$ cat src/rtl/shift_row_stage_pkg.sv
// Shared AES definitions for the ShiftRows stage: state width, byte permutation
// tables and the buffer occupancy type.
package shift_row_stage_pkg;

    localparam int STATE_W     = 128;
    localparam int STATE_BYTES = STATE_W / 8;

    // Entry k (bits [4k+3:4k]) is the input byte index that feeds output byte k.
    localparam logic [63:0] FWD_TABLE = {4'd11, 4'd6, 4'd1, 4'd12, 4'd7, 4'd2, 4'd13, 4'd8,
                                         4'd3, 4'd14, 4'd9, 4'd4, 4'd15, 4'd10, 4'd5, 4'd0};
    localparam logic [63:0] INV_TABLE = {4'd3, 4'd6, 4'd9, 4'd12, 4'd15, 4'd2, 4'd5, 4'd8,
                                         4'd11, 4'd14, 4'd1, 4'd4, 4'd7, 4'd10, 4'd13, 4'd0};

    typedef enum logic [1:0] {
        OCC_EMPTY = 2'd0,
        OCC_ONE   = 2'd1,
        OCC_TWO   = 2'd2
    } occ_t;

    function automatic logic [3:0] srcByte(input int k, input logic inverse);
        return inverse ? INV_TABLE[4*k +: 4] : FWD_TABLE[4*k +: 4];
    endfunction

endpackage

$ cat src/rtl/shift_row_map.sv
// Combinational ShiftRows / InvShiftRows byte permutation of one AES state word.
module shift_row_map
    import shift_row_stage_pkg::*;
(
    input  logic [STATE_W-1:0] state,
    input  logic               inverse,
    output logic [STATE_W-1:0] mapped
);

    always_comb begin
        mapped = '0;
        for (int k = 0; k < STATE_BYTES; k++) begin
            mapped[8*k +: 8] = state[8*srcByte(k, inverse) +: 8];
        end
    end

endmodule

$ cat src/rtl/shift_row_stage.sv
// ShiftRows pipeline stage with a two-entry (main + skid) valid/ready buffer.
// Define SHIFT_ROW_INV_EN to add the per-word in_inverse select.
module shift_row_stage
    import shift_row_stage_pkg::*;
#(
    parameter int CNT_W = 16
)
(
    input  logic               clock,
    input  logic               reset_n,
    input  logic               in_valid,
    output logic               in_ready,
`ifdef SHIFT_ROW_INV_EN
    input  logic               in_inverse,
`endif
    input  logic [STATE_W-1:0] in_data,
    output logic               out_valid,
    input  logic               out_ready,
    output logic [STATE_W-1:0] out_data,
    output logic [CNT_W-1:0]   beat_count
);

    logic [STATE_W-1:0] mappedData;
    logic [STATE_W-1:0] skidData;
    logic               inverseSel;
    logic               inXfer;
    logic               outXfer;
    occ_t               occupancy;
    occ_t               nextOcc;

`ifdef SHIFT_ROW_INV_EN
    assign inverseSel = in_inverse;
`else
    assign inverseSel = 1'b0;
`endif

    // Words are permuted on the way in, so buffered entries are already final.
    shift_row_map uMap (
        .state   (in_data),
        .inverse (inverseSel),
        .mapped  (mappedData)
    );

    assign inXfer  = in_valid && in_ready;
    assign outXfer = out_valid && out_ready;

    always_comb begin
        nextOcc = occupancy;
        case (occupancy)
            OCC_EMPTY: if (inXfer) nextOcc = OCC_ONE;
            OCC_ONE: begin
                if (inXfer && !outXfer)      nextOcc = OCC_TWO;
                else if (!inXfer && outXfer) nextOcc = OCC_EMPTY;
            end
            OCC_TWO:   if (outXfer) nextOcc = OCC_ONE;
            default:   nextOcc = OCC_EMPTY;
        endcase
    end

    // A draining skid word always reaches main before any new word is stored.
    always_ff @(posedge clock or negedge reset_n) begin
        if (!reset_n) begin
            occupancy  <= OCC_EMPTY;
            out_valid  <= 1'b0;
            in_ready   <= 1'b0;
            out_data   <= '0;
            skidData   <= '0;
            beat_count <= '0;
        end else begin
            occupancy <= nextOcc;
            out_valid <= (nextOcc != OCC_EMPTY);
            in_ready  <= (nextOcc != OCC_TWO);
            if (outXfer)
                beat_count <= beat_count + CNT_W'(1);
            if (occupancy == OCC_TWO && outXfer)
                out_data <= skidData;
            else if (inXfer && (occupancy == OCC_EMPTY || outXfer))
                out_data <= mappedData;
            if (inXfer && occupancy == OCC_ONE && !outXfer)
                skidData <= mappedData;
        end
    end

endmodule

$ cat config.mk
export PLATFORM = sky130hd
export DESIGN_NAME = shift_row_stage
export DESIGN_NICKNAME = d
export VERILOG_FILES = /design/src/rtl/shift_row_stage_pkg.sv /design/src/rtl/shift_row_map.sv /design/src/rtl/shift_row_stage.sv
export SDC_FILE = /design/constraint.sdc
export NUM_CORES = 1
export LEC_CHECK = 0
export CAP_MARGIN = 20
export CORE_ASPECT_RATIO = 2
export CORE_UTILIZATION = 51
export DETAILED_ROUTE_END_ITERATION = 12
export MAX_ROUTING_LAYER = met4
export PLACE_DENSITY = 0.89
export SLEW_MARGIN = 15
export SYNTH_ARGS = -nofsm -noshare
export SYNTH_HDL_FRONTEND = slang
export SYNTH_SLANG_ARGS = --single-unit
$ cat constraint.sdc
create_clock -name clock -period 2.3 [get_ports clock]
set_input_delay 0.575 -clock clock [delete_from_list [all_inputs] [get_ports clock]]
set_output_delay 0.575 -clock clock [all_outputs]
set_load 0.05 [all_outputs]
# Yosys cells after proc, flatten, opt, wreduce, memory -nomap -nowiden
# Index checks and enable logic that the tools add are counted.
# W data, S select, Z words.
# totals
ff_bits,276
in_bits,132
output_inout_bits,146
# classes
n_addsub,1
n_eq_ne,3
mux,7
reduce_logical,14
# op_table
op,count
$mux W128,2
$add A16 B1 Y16 const B,1
$logic_and A1 B1 Y1,8
$mux W2,4
$pmux W2 S3,1
$reduce_bool A2 Y1,2
$eq A2 B1 Y1 const B,1
$eq A2 B2 Y1 const B,1
$logic_not A1 Y1,2
$logic_not A2 Y1,1
$ne A2 B2 Y1 const B,1
$logic_or A1 B1 Y1,1

# Depth between registers and ports, before layout
# Gate-level depths: netlist (run 1).
# logic_depth
ltp_word,7
mapped_depth,6

# By module
# Synthesis (run 1) repeated with hierarchy kept, for this count alone.
# hier_totals
cells_unflattened,898
area_unflattened_um2,14069.7
# modules_own_cells
mod,instances,cells_per_inst,area_each_um2,seq_area_each_um2
shift_row_stage,1,763,12512.0,6906.6
shift_row_map,1,135,1557.7,0.0

# Least setup slack after synthesis (run 1)
# OpenSTA, ideal clock, no wires.
# synth_timing
path_kind,register -> register
start,register out_valid
end,register skidData[107]
setup_ns,0.125
arrival_ns,1.890
t_required_ns,2.175
setup_slack_ns,0.285
path_stages_with_launch,6
path_buffers,2
path_cell_list,dfrtp_1 > nand2_1 > nand3_1 > buf_2 > buf_2 > mux2_2
# synth_via
elab_chain_cells,3
# synth_lines
element,line_no,rtl
start: declaration,shift_row_stage.sv:17,"output logic out_valid,"
start signal: assignment,shift_row_stage.sv:71,out_valid <= (nextOcc != OCC_EMPTY);
$logic_and A1 B1 Y1,shift_row_stage.sv:45,assign outXfer = out_valid && out_ready;
$logic_not A1 Y1,shift_row_stage.sv:79,if (inXfer && occupancy == OCC_ONE && !outXfer)
$logic_and A1 B1 Y1,shift_row_stage.sv:79,
end signal: assignment,shift_row_stage.sv:80,skidData <= mappedData;
end: declaration,shift_row_stage.sv:24,logic [STATE_W-1:0] skidData;
# Every way passes these cells.
# A chain may end at the register's enable or synchronous reset.

# Worst setup path after layout (run 1)
# layout_timing
start,register out_data[25]
end,output port out_data[25]
# layout_rtl
element,line_no,rtl
start: declaration,shift_row_stage.sv:19,"output logic [STATE_W-1:0] out_data,"
start signal: assignment,shift_row_stage.sv:76,out_data <= skidData;
start signal: assignment,shift_row_stage.sv:78,out_data <= mappedData;
# No word-level cell between the ends.

==> flow_metrics.py, run 1 <==
metrics = {
    "floorplan": {
        "io-pin-count": 278,
        "die_area_sq_um": 25200,
        "die_width_um": 113,
        "die_ht_um": 223,
        "rows": 80,
        "core-area_sq_um": 23900,
        "initial_utilization": 0.523,
    },
    "status": {
        "status": "complete, no violations",
    },
    "layout": {
        "area_growth_syn_to_layout_pct": 34.0,
        "final-seq-area_sq_um": 6910,
        "most-common-layout-cells": "276 x sky130_fd_sc_hd__dfrtp_1, 265 x sky130_fd_sc_hd__mux2_2, 177 x sky130_fd_sc_hd__clkdlybuf4s50_1",
        "fillerInstances": 1543,
        "most_frequent_standard_cell_in_the_layout_excluding_fill_and_tap_cells": "sky130_fd_sc_hd__dfrtp_1",
        "post-route-cell-area_sq_um": 16800,
        "final_layout_size_suffix_gt1_frac": 0.440,
        "finish.utilization": 0.700,
        "finalNetCount": 1201,
        "multiInputGateArea_sq_um": 5190,
    },
    "power": {
        "leak_pwr_nw": 7.99,
        "comb_power_share": 0.485,
        "clockPowerShare": 0.168,
        "power.net_switching_mw": 10.1,
        "vdd.ir_drop.worst_v": 0.00107,
        "power.internal_mw": 14.9,
        "share_seq_of_total_power": 0.347,
        "power-per-cell-area_nw_per_um2": 1500,
        "switching_share": 0.404,
    },
    "sta": {
        "final.setup_skew_ps": 8.79,
        "layout_worst_path_cycle_share": 0.987,
        "timing_worst_slew_pin_value_ps": 615,
        "finalMaxSlewViolations": 0,
        "timing.final.hold_violations": 0,
        "clock.fmax_mhz": 440,
        "final_period_minus_worst_setup_slack_ps": 2270,
        "slew_headroom": 0.592,
        "setup-violations-final": 0,
    },
    "placement": {
        "total_of_buffers_placed_on_input_and_output_ports": 277,
        "globalplace.congestion": 0.822,
        "post-dp-hpwl_um": 20900,
        "post_dp_cell_area_sq_um": 15900,
    },
    "clock_tree": {
        "cts.htree.levels": 1,
        "cts-buffers-inserted": 24,
        "cts_buffer_depth": 3,
        "clk_pin_slew_ps": 70,
        "cts_setup_buffers": 0,
        "clock_insertion_delay_worst_skew_ps": 520,
        "clock_tree_from_tritoncts": "done",
        "clock-root-buffer": "sky130_fd_sc_hd__clkbuf_16",
        "clock-sinks": 276,
    },
    "worst_setup_path": {
        "startpoint_type": "flop",
        "worstPathBufferInverterCount": 1,
        "critPathCaptureType": "output port",
        "worst_path_largest_cell_delay_ps": 810,
        "worstPathMaxFanout": 2,
        "worst_ep_required_time_ps": 1730,
        "slowest_stage_cell_on_the_critical_path": "sky130_fd_sc_hd__clkdlybuf4s50_1",
        "critical_path_class": "flop to output port",
        "crit_path_cell_trace": "clkdlybuf4s50_1",
        "path_delay_family": "buffers and inverters",
        "arrival_ps": 1700,
    },
    "grt": {
        "grt.overflow.total": 0,
        "grt_max_degree": 54,
        "grt_pass1_vias": 8444,
        "number_of_antenna_violations_at_the_first_check_in_global_routing": 3,
        "gr-usage-all-layers": 0.234,
        "grt_first_pass_wirelength_um": 44100,
    },
    "synthesis": {
        "synth_cell_type_count": 29,
        "synth-main-ff-cell": "sky130_fd_sc_hd__dfrtp_1",
        "ys_seq_elements": 276,
        "synth.yosys.seq_area_share": 0.552,
        "synth_enable_flop_cells": 0,
        "post_synth_inst_count": 762,
        "synth-async-reset-ratio": 1.00,
        "mappedNetlistNets": 895,
        "synthesis.area_per_instance_sq_um": 16.4,
        "cell_area_after_technology_mapping_sq_um": 12500,
        "yosysWarningCount": 0,
    },
    "route": {
        "wl_um": 28300,
        "drtIter0Drc": 240,
        "drcViolationCount": 0,
        "drt-vias-per-instance": 5.42,
        "ant_nets": 0,
        "wire_per_inst_um": 20.6,
        "drtPass1Iterations": 4,
        "via_count": 7452,
    },
    "worst_hold_path": {
        "hp-class": "flop to flop",
    },
    "run": {
        "max_cap_violations": 0,
    },
}
==> sequential cells by signal, indices dropped and copies added (netlist names) <==
signal      cells
in_ready        1
out_data      128
out_valid       1
beat_count     16
skidData      128
occupancy       2
==> repair_timing <==
| action | CTS | global route |
|---|---|---|
| hold buffers | 1 | 0 |
| pin swaps | 0 | 0 |
| endpoints found under the setup margin | 65 | 32 |
| gates resized for setup | 65 | 32 |
| endpoints found under the hold margin | 42 | 0 |
==> worst paths after layout <==
check / from / endpoint / slack [ps] / depth (start not counted)
setup / recovery: out_data[25] / out_data[25] / 30 / 1
hold / removal: beat_count[5] / beat_count[5] / 490 / 1
setup reg to reg: occupancy[0] / out_data[68] / 400 / 6
hold reg to reg: beat_count[5] / beat_count[5] / 490 / 1
max in group asynchronous: reset_n / skidData[57] / 1060 / 3
min in group asynchronous: reset_n / beat_count[8] / 550 / 2
==> cell usage after synthesis, types with 2 or more instances <==
cell / instances / area share
sky130_fd_sc_hd__a21oi_1: 2 / 0.00080
sky130_fd_sc_hd__and2_1: 2 / 0.0010
sky130_fd_sc_hd__dfrtp_1: 276 / 0.55
sky130_fd_sc_hd__buf_12: 11 / 0.018
sky130_fd_sc_hd__xor2_1: 4 / 0.0028
sky130_fd_sc_hd__buf_2: 16 / 0.0064
sky130_fd_sc_hd__xnor2_1: 11 / 0.0077
sky130_fd_sc_hd__nor2_1: 5 / 0.0015
sky130_fd_sc_hd__buf_4: 12 / 0.0072
sky130_fd_sc_hd__and3_1: 3 / 0.0015
sky130_fd_sc_hd__mux2_2: 265 / 0.24
sky130_fd_sc_hd__buf_6: 3 / 0.0027
sky130_fd_sc_hd__nand2_1: 8 / 0.0024
sky130_fd_sc_hd__nand3_1: 5 / 0.0020
sky130_fd_sc_hd__mux2_4: 120 / 0.14
sky130_fd_sc_hd__and4_1: 2 / 0.0014
sky130_fd_sc_hd__nand4_1: 5 / 0.0025
==> power groups by stage <==
| stage | Sequential, mW | Clock (mW) | Combinational (mW) |
|---|---|---|---|
| after floorplan | 12.7 | 0 | 4.19 |
| after global placement | 8.60 | 0 | 12.3 |
| after detailed placement | 8.78 | 0 | 12.6 |
| after CTS | 8.70 | 4.31 | 12.3 |
| after global routing | 8.93 | 4.46 | 12.7 |
| final | 8.70 | 4.21 | 12.2 |
==> through the flow <==
stage / std cells / power, mW / TNS, ps / hold WS [ps] / worst slack (ps)
2_1_floorplan: 762 / 16.9 / 0 / 279 / 285
3_3_place_gp: 1328 / 20.9 / -18570 / 461 / -117
3_5_place_dp: 1328 / 21.4 / -28410 / 484 / -181
4_1_cts: 1372 / 25.3 / 0 / 490 / 0.191
5_1_grt: 1375 / 26.1 / -3.24 / 507 / -3.24
6_report: 1375 / 25.1 / 0 / 489 / 29.2
==> per-layer routing <==
layer / part of all wire / vias to the layer above / track usage
li1: - / 3336 / -
met1: 0.34 / 3799 / 0.232
met2: 0.56 / 234 / 0.427
met3: 0.044 / 83 / 0.0326
met4: 0.054 / 0 / 0.139
met5: 0 / - / -
==> area by class of cell <==
cell class | instances | area share
diodes | 3 | 0.000448
clock buffers | 35 | 0.0438
clock inverters | 8 | 0.00575
inverters | 1 | 0.000224
multi-input cells | 442 | 0.310
flip-flops and latches | 276 | 0.412
well taps | 287 | 0.0214
repair buffers | 323 | 0.206
==> cell families (layout without fill, tap and decap cells) <==
kind of cell,Yosys count,after routing,synth area share
DFF,276,276,0.552
adders and majority gates,1,1,0.00100
buffers and inverters,44,367,0.0345
xor gates and xnor gates,15,15,0.0105
muxes,385,385,0.383
other,0,3,0
AOI/OAI and AO/OA,7,7,0.00350
and+or+nand+nor,34,34,0.0157
Power figures use the tool's default switching activity.
==> run 2: changes to the inputs <==
CORE_UTILIZATION = 39   (was 51)
PLACE_DENSITY = 0.72   (was 0.89)
clock period = 2.23 ns   (was 2.3 ns; I/O delays follow)
==> run 2 against run 1 <==
Against the previous run:
- hold slack improved by 8.5 ps
- core utilization decreased by 16 points
- largest power group unchanged
- critical path type unchanged
- clock power increased by 15%
- via count decreased by 0.94%
- sequential share of layout area decreased by 0.33 points
- largest cell class unchanged
- worst setup slack improved by 83 ps
- register-to-register slack got worse by 60 ps
==> flow_metrics.py, run 2 (synthesis results as in run 1) <==
metrics = {
    "status": {
        "status": "complete, no violations",
    },
    "run": {
        "max_cap_violations": 0,
    },
    "clock_tree": {
        "clock-sinks": 276,
        "cts-buffers-inserted": 25,
        "clock-root-buffer": "sky130_fd_sc_hd__clkbuf_16",
        "clk_pin_slew_ps": 70,
        "clock_insertion_delay_worst_skew_ps": 530,
        "clock_tree_from_tritoncts": "done",
        "cts.htree.levels": 1,
        "cts_buffer_depth": 3,
    },
    "floorplan": {
        "die_width_um": 129,
        "core-area_sq_um": 31500,
        "rows": 92,
        "die_ht_um": 255,
        "initial_utilization": 0.397,
        "io-pin-count": 278,
        "die_area_sq_um": 32800,
    },
    "placement": {
        "total_of_buffers_placed_on_input_and_output_ports": 277,
        "placedCellCount": 1471,
        "dp_slack_ps": -184,
        "post_dp_cell_area_sq_um": 16100,
        "post-dp-hpwl_um": 21400,
        "globalplace.congestion": 0.788,
    },
    "layout": {
        "area_growth_syn_to_layout_pct": 35.0,
        "final_cell_count_no_fill": 1517,
        "final_layout_size_suffix_gt1_frac": 0.452,
        "finish.utilization": 0.536,
        "largestRegisters": "out_data (128), skidData (128), beat_count (16)",
        "finalNetCount": 1209,
        "antenna_cells": 0,
        "most-common-layout-cells": "276 x sky130_fd_sc_hd__dfrtp_1, 265 x sky130_fd_sc_hd__mux2_2, 136 x sky130_fd_sc_hd__dlygate4sd2_1",
        "post-route-cell-area_sq_um": 16900,
        "most_frequent_standard_cell_in_the_layout_excluding_fill_and_tap_cells": "sky130_fd_sc_hd__dfrtp_1",
    },
    "route": {
        "drcViolationCount": 0,
        "drtIter0Drc": 200,
        "drt-vias-per-instance": 4.87,
        "wl_um": 28900,
        "via_count": 7382,
        "wire_per_inst_um": 19.0,
        "ant_nets": 0,
        "drtPass1Iterations": 4,
    },
    "power": {
        "power.internal_mw": 15.4,
        "design_power_total_mw": 25.8,
        "comb_power_share": 0.468,
        "power.net_switching_mw": 10.4,
        "power-per-cell-area_nw_per_um2": 1530,
        "clockPowerShare": 0.187,
        "switching_share": 0.404,
        "leak_pwr_nw": 7.88,
        "share_seq_of_total_power": 0.345,
        "vdd.ir_drop.worst_v": 0.00108,
    },
    "grt": {
        "grt_max_degree": 49,
        "gr-max-usage-layer": "met2",
        "grtUsageMet2": 0.348,
        "grt_pass1_vias": 8189,
        "number_of_antenna_violations_at_the_first_check_in_global_routing": 0,
        "gr-usage-all-layers": 0.185,
        "grt.overflow.total": 0,
        "use_met3": 0.0293,
        "grtUsageMet1": 0.184,
        "grt_first_pass_wirelength_um": 44800,
    },
    "worst_setup_path": {
        "worst_path_largest_cell_delay_ps": 570,
        "worst_ep_required_time_ps": 1670,
        "slowest_stage_cell_on_the_critical_path": "sky130_fd_sc_hd__dlygate4sd2_1",
        "path_delay_family": "buffers and inverters",
        "worstPathMaxFanout": 6,
        "arrival_ps": 1560,
        "startpoint_type": "flop",
        "crit_path_cell_trace": "dlygate4sd2_1",
        "worstPathBufferInverterCount": 1,
        "critPathCaptureType": "output port",
        "critical_path_class": "flop to output port",
    },
    "sta": {
        "setup-violations-final": 0,
        "worst_hold_slack_ps": 497,
        "final.setup_skew_ps": 12.1,
        "slew_headroom": 0.611,
        "layout_worst_path_cycle_share": 0.949,
        "setup_tns_ps": 0,
        "final_period_minus_worst_setup_slack_ps": 2120,
        "clock.fmax_mhz": 472,
        "setup_slack_ps": 113,
        "finalMaxSlewViolations": 0,
        "timing_worst_slew_pin_value_ps": 585,
        "grt_setup_unrepaired": "no",
        "timing.final.hold_violations": 0,
    },
    "worst_hold_path": {
        "hp-class": "flop to flop",
    },
}
==> run 2: worst paths after layout <==
check / from / to / slack [ps] / cells after the start
hold / removal: beat_count[5] / beat_count[5] / 500 / 1
min in group asynchronous: reset_n / out_data[58] / 540 / 2
max in group asynchronous: reset_n / skidData[20] / 1070 / 3
setup / recovery: beat_count[6] / beat_count[6] / 110 / 1
hold reg to reg: beat_count[5] / beat_count[5] / 500 / 1
setup reg to reg: occupancy[0] / out_data[73] / 340 / 6
==> run 2: power by group through the flow <==
stage,clock network (mW),logic [mW],registers (mW)
floorplan,0,4.32,13.1
global placement,0,12.8,8.93
detailed placement,0,13.0,9.05
CTS,4.98,12.3,8.94
global route,5.11,12.7,9.21
finish,4.83,12.1,8.92
==> run 2: layout make-up <==
| class | instances | area, sq um |
|---|---|---|
| tap | 423 | 529 |
| sequential | 276 | 6910 |
| clock buffer | 34 | 719 |
| multi-input combinational | 442 | 5190 |
| inverter | 1 | 3.75 |
| timing repair buffer | 330 | 3330 |
| fill | 2701 | 14600 |
| clock inverter | 11 | 205 |
==> run 2: per-layer routing <==
metal,routed length [um],up-vias
li1,-,3337
met1,9940,3809
met4,1090,0
met5,0,-
met3,1330,52
met2,16500,184
==> run 2: what timing repair did <==
item	4_1_cts	5_1_grt
hold buffers	1	0
hold endpoints to repair	41	0
setup buffers	0	0
setup endpoints to repair	136	0
gates resized for setup	136	0
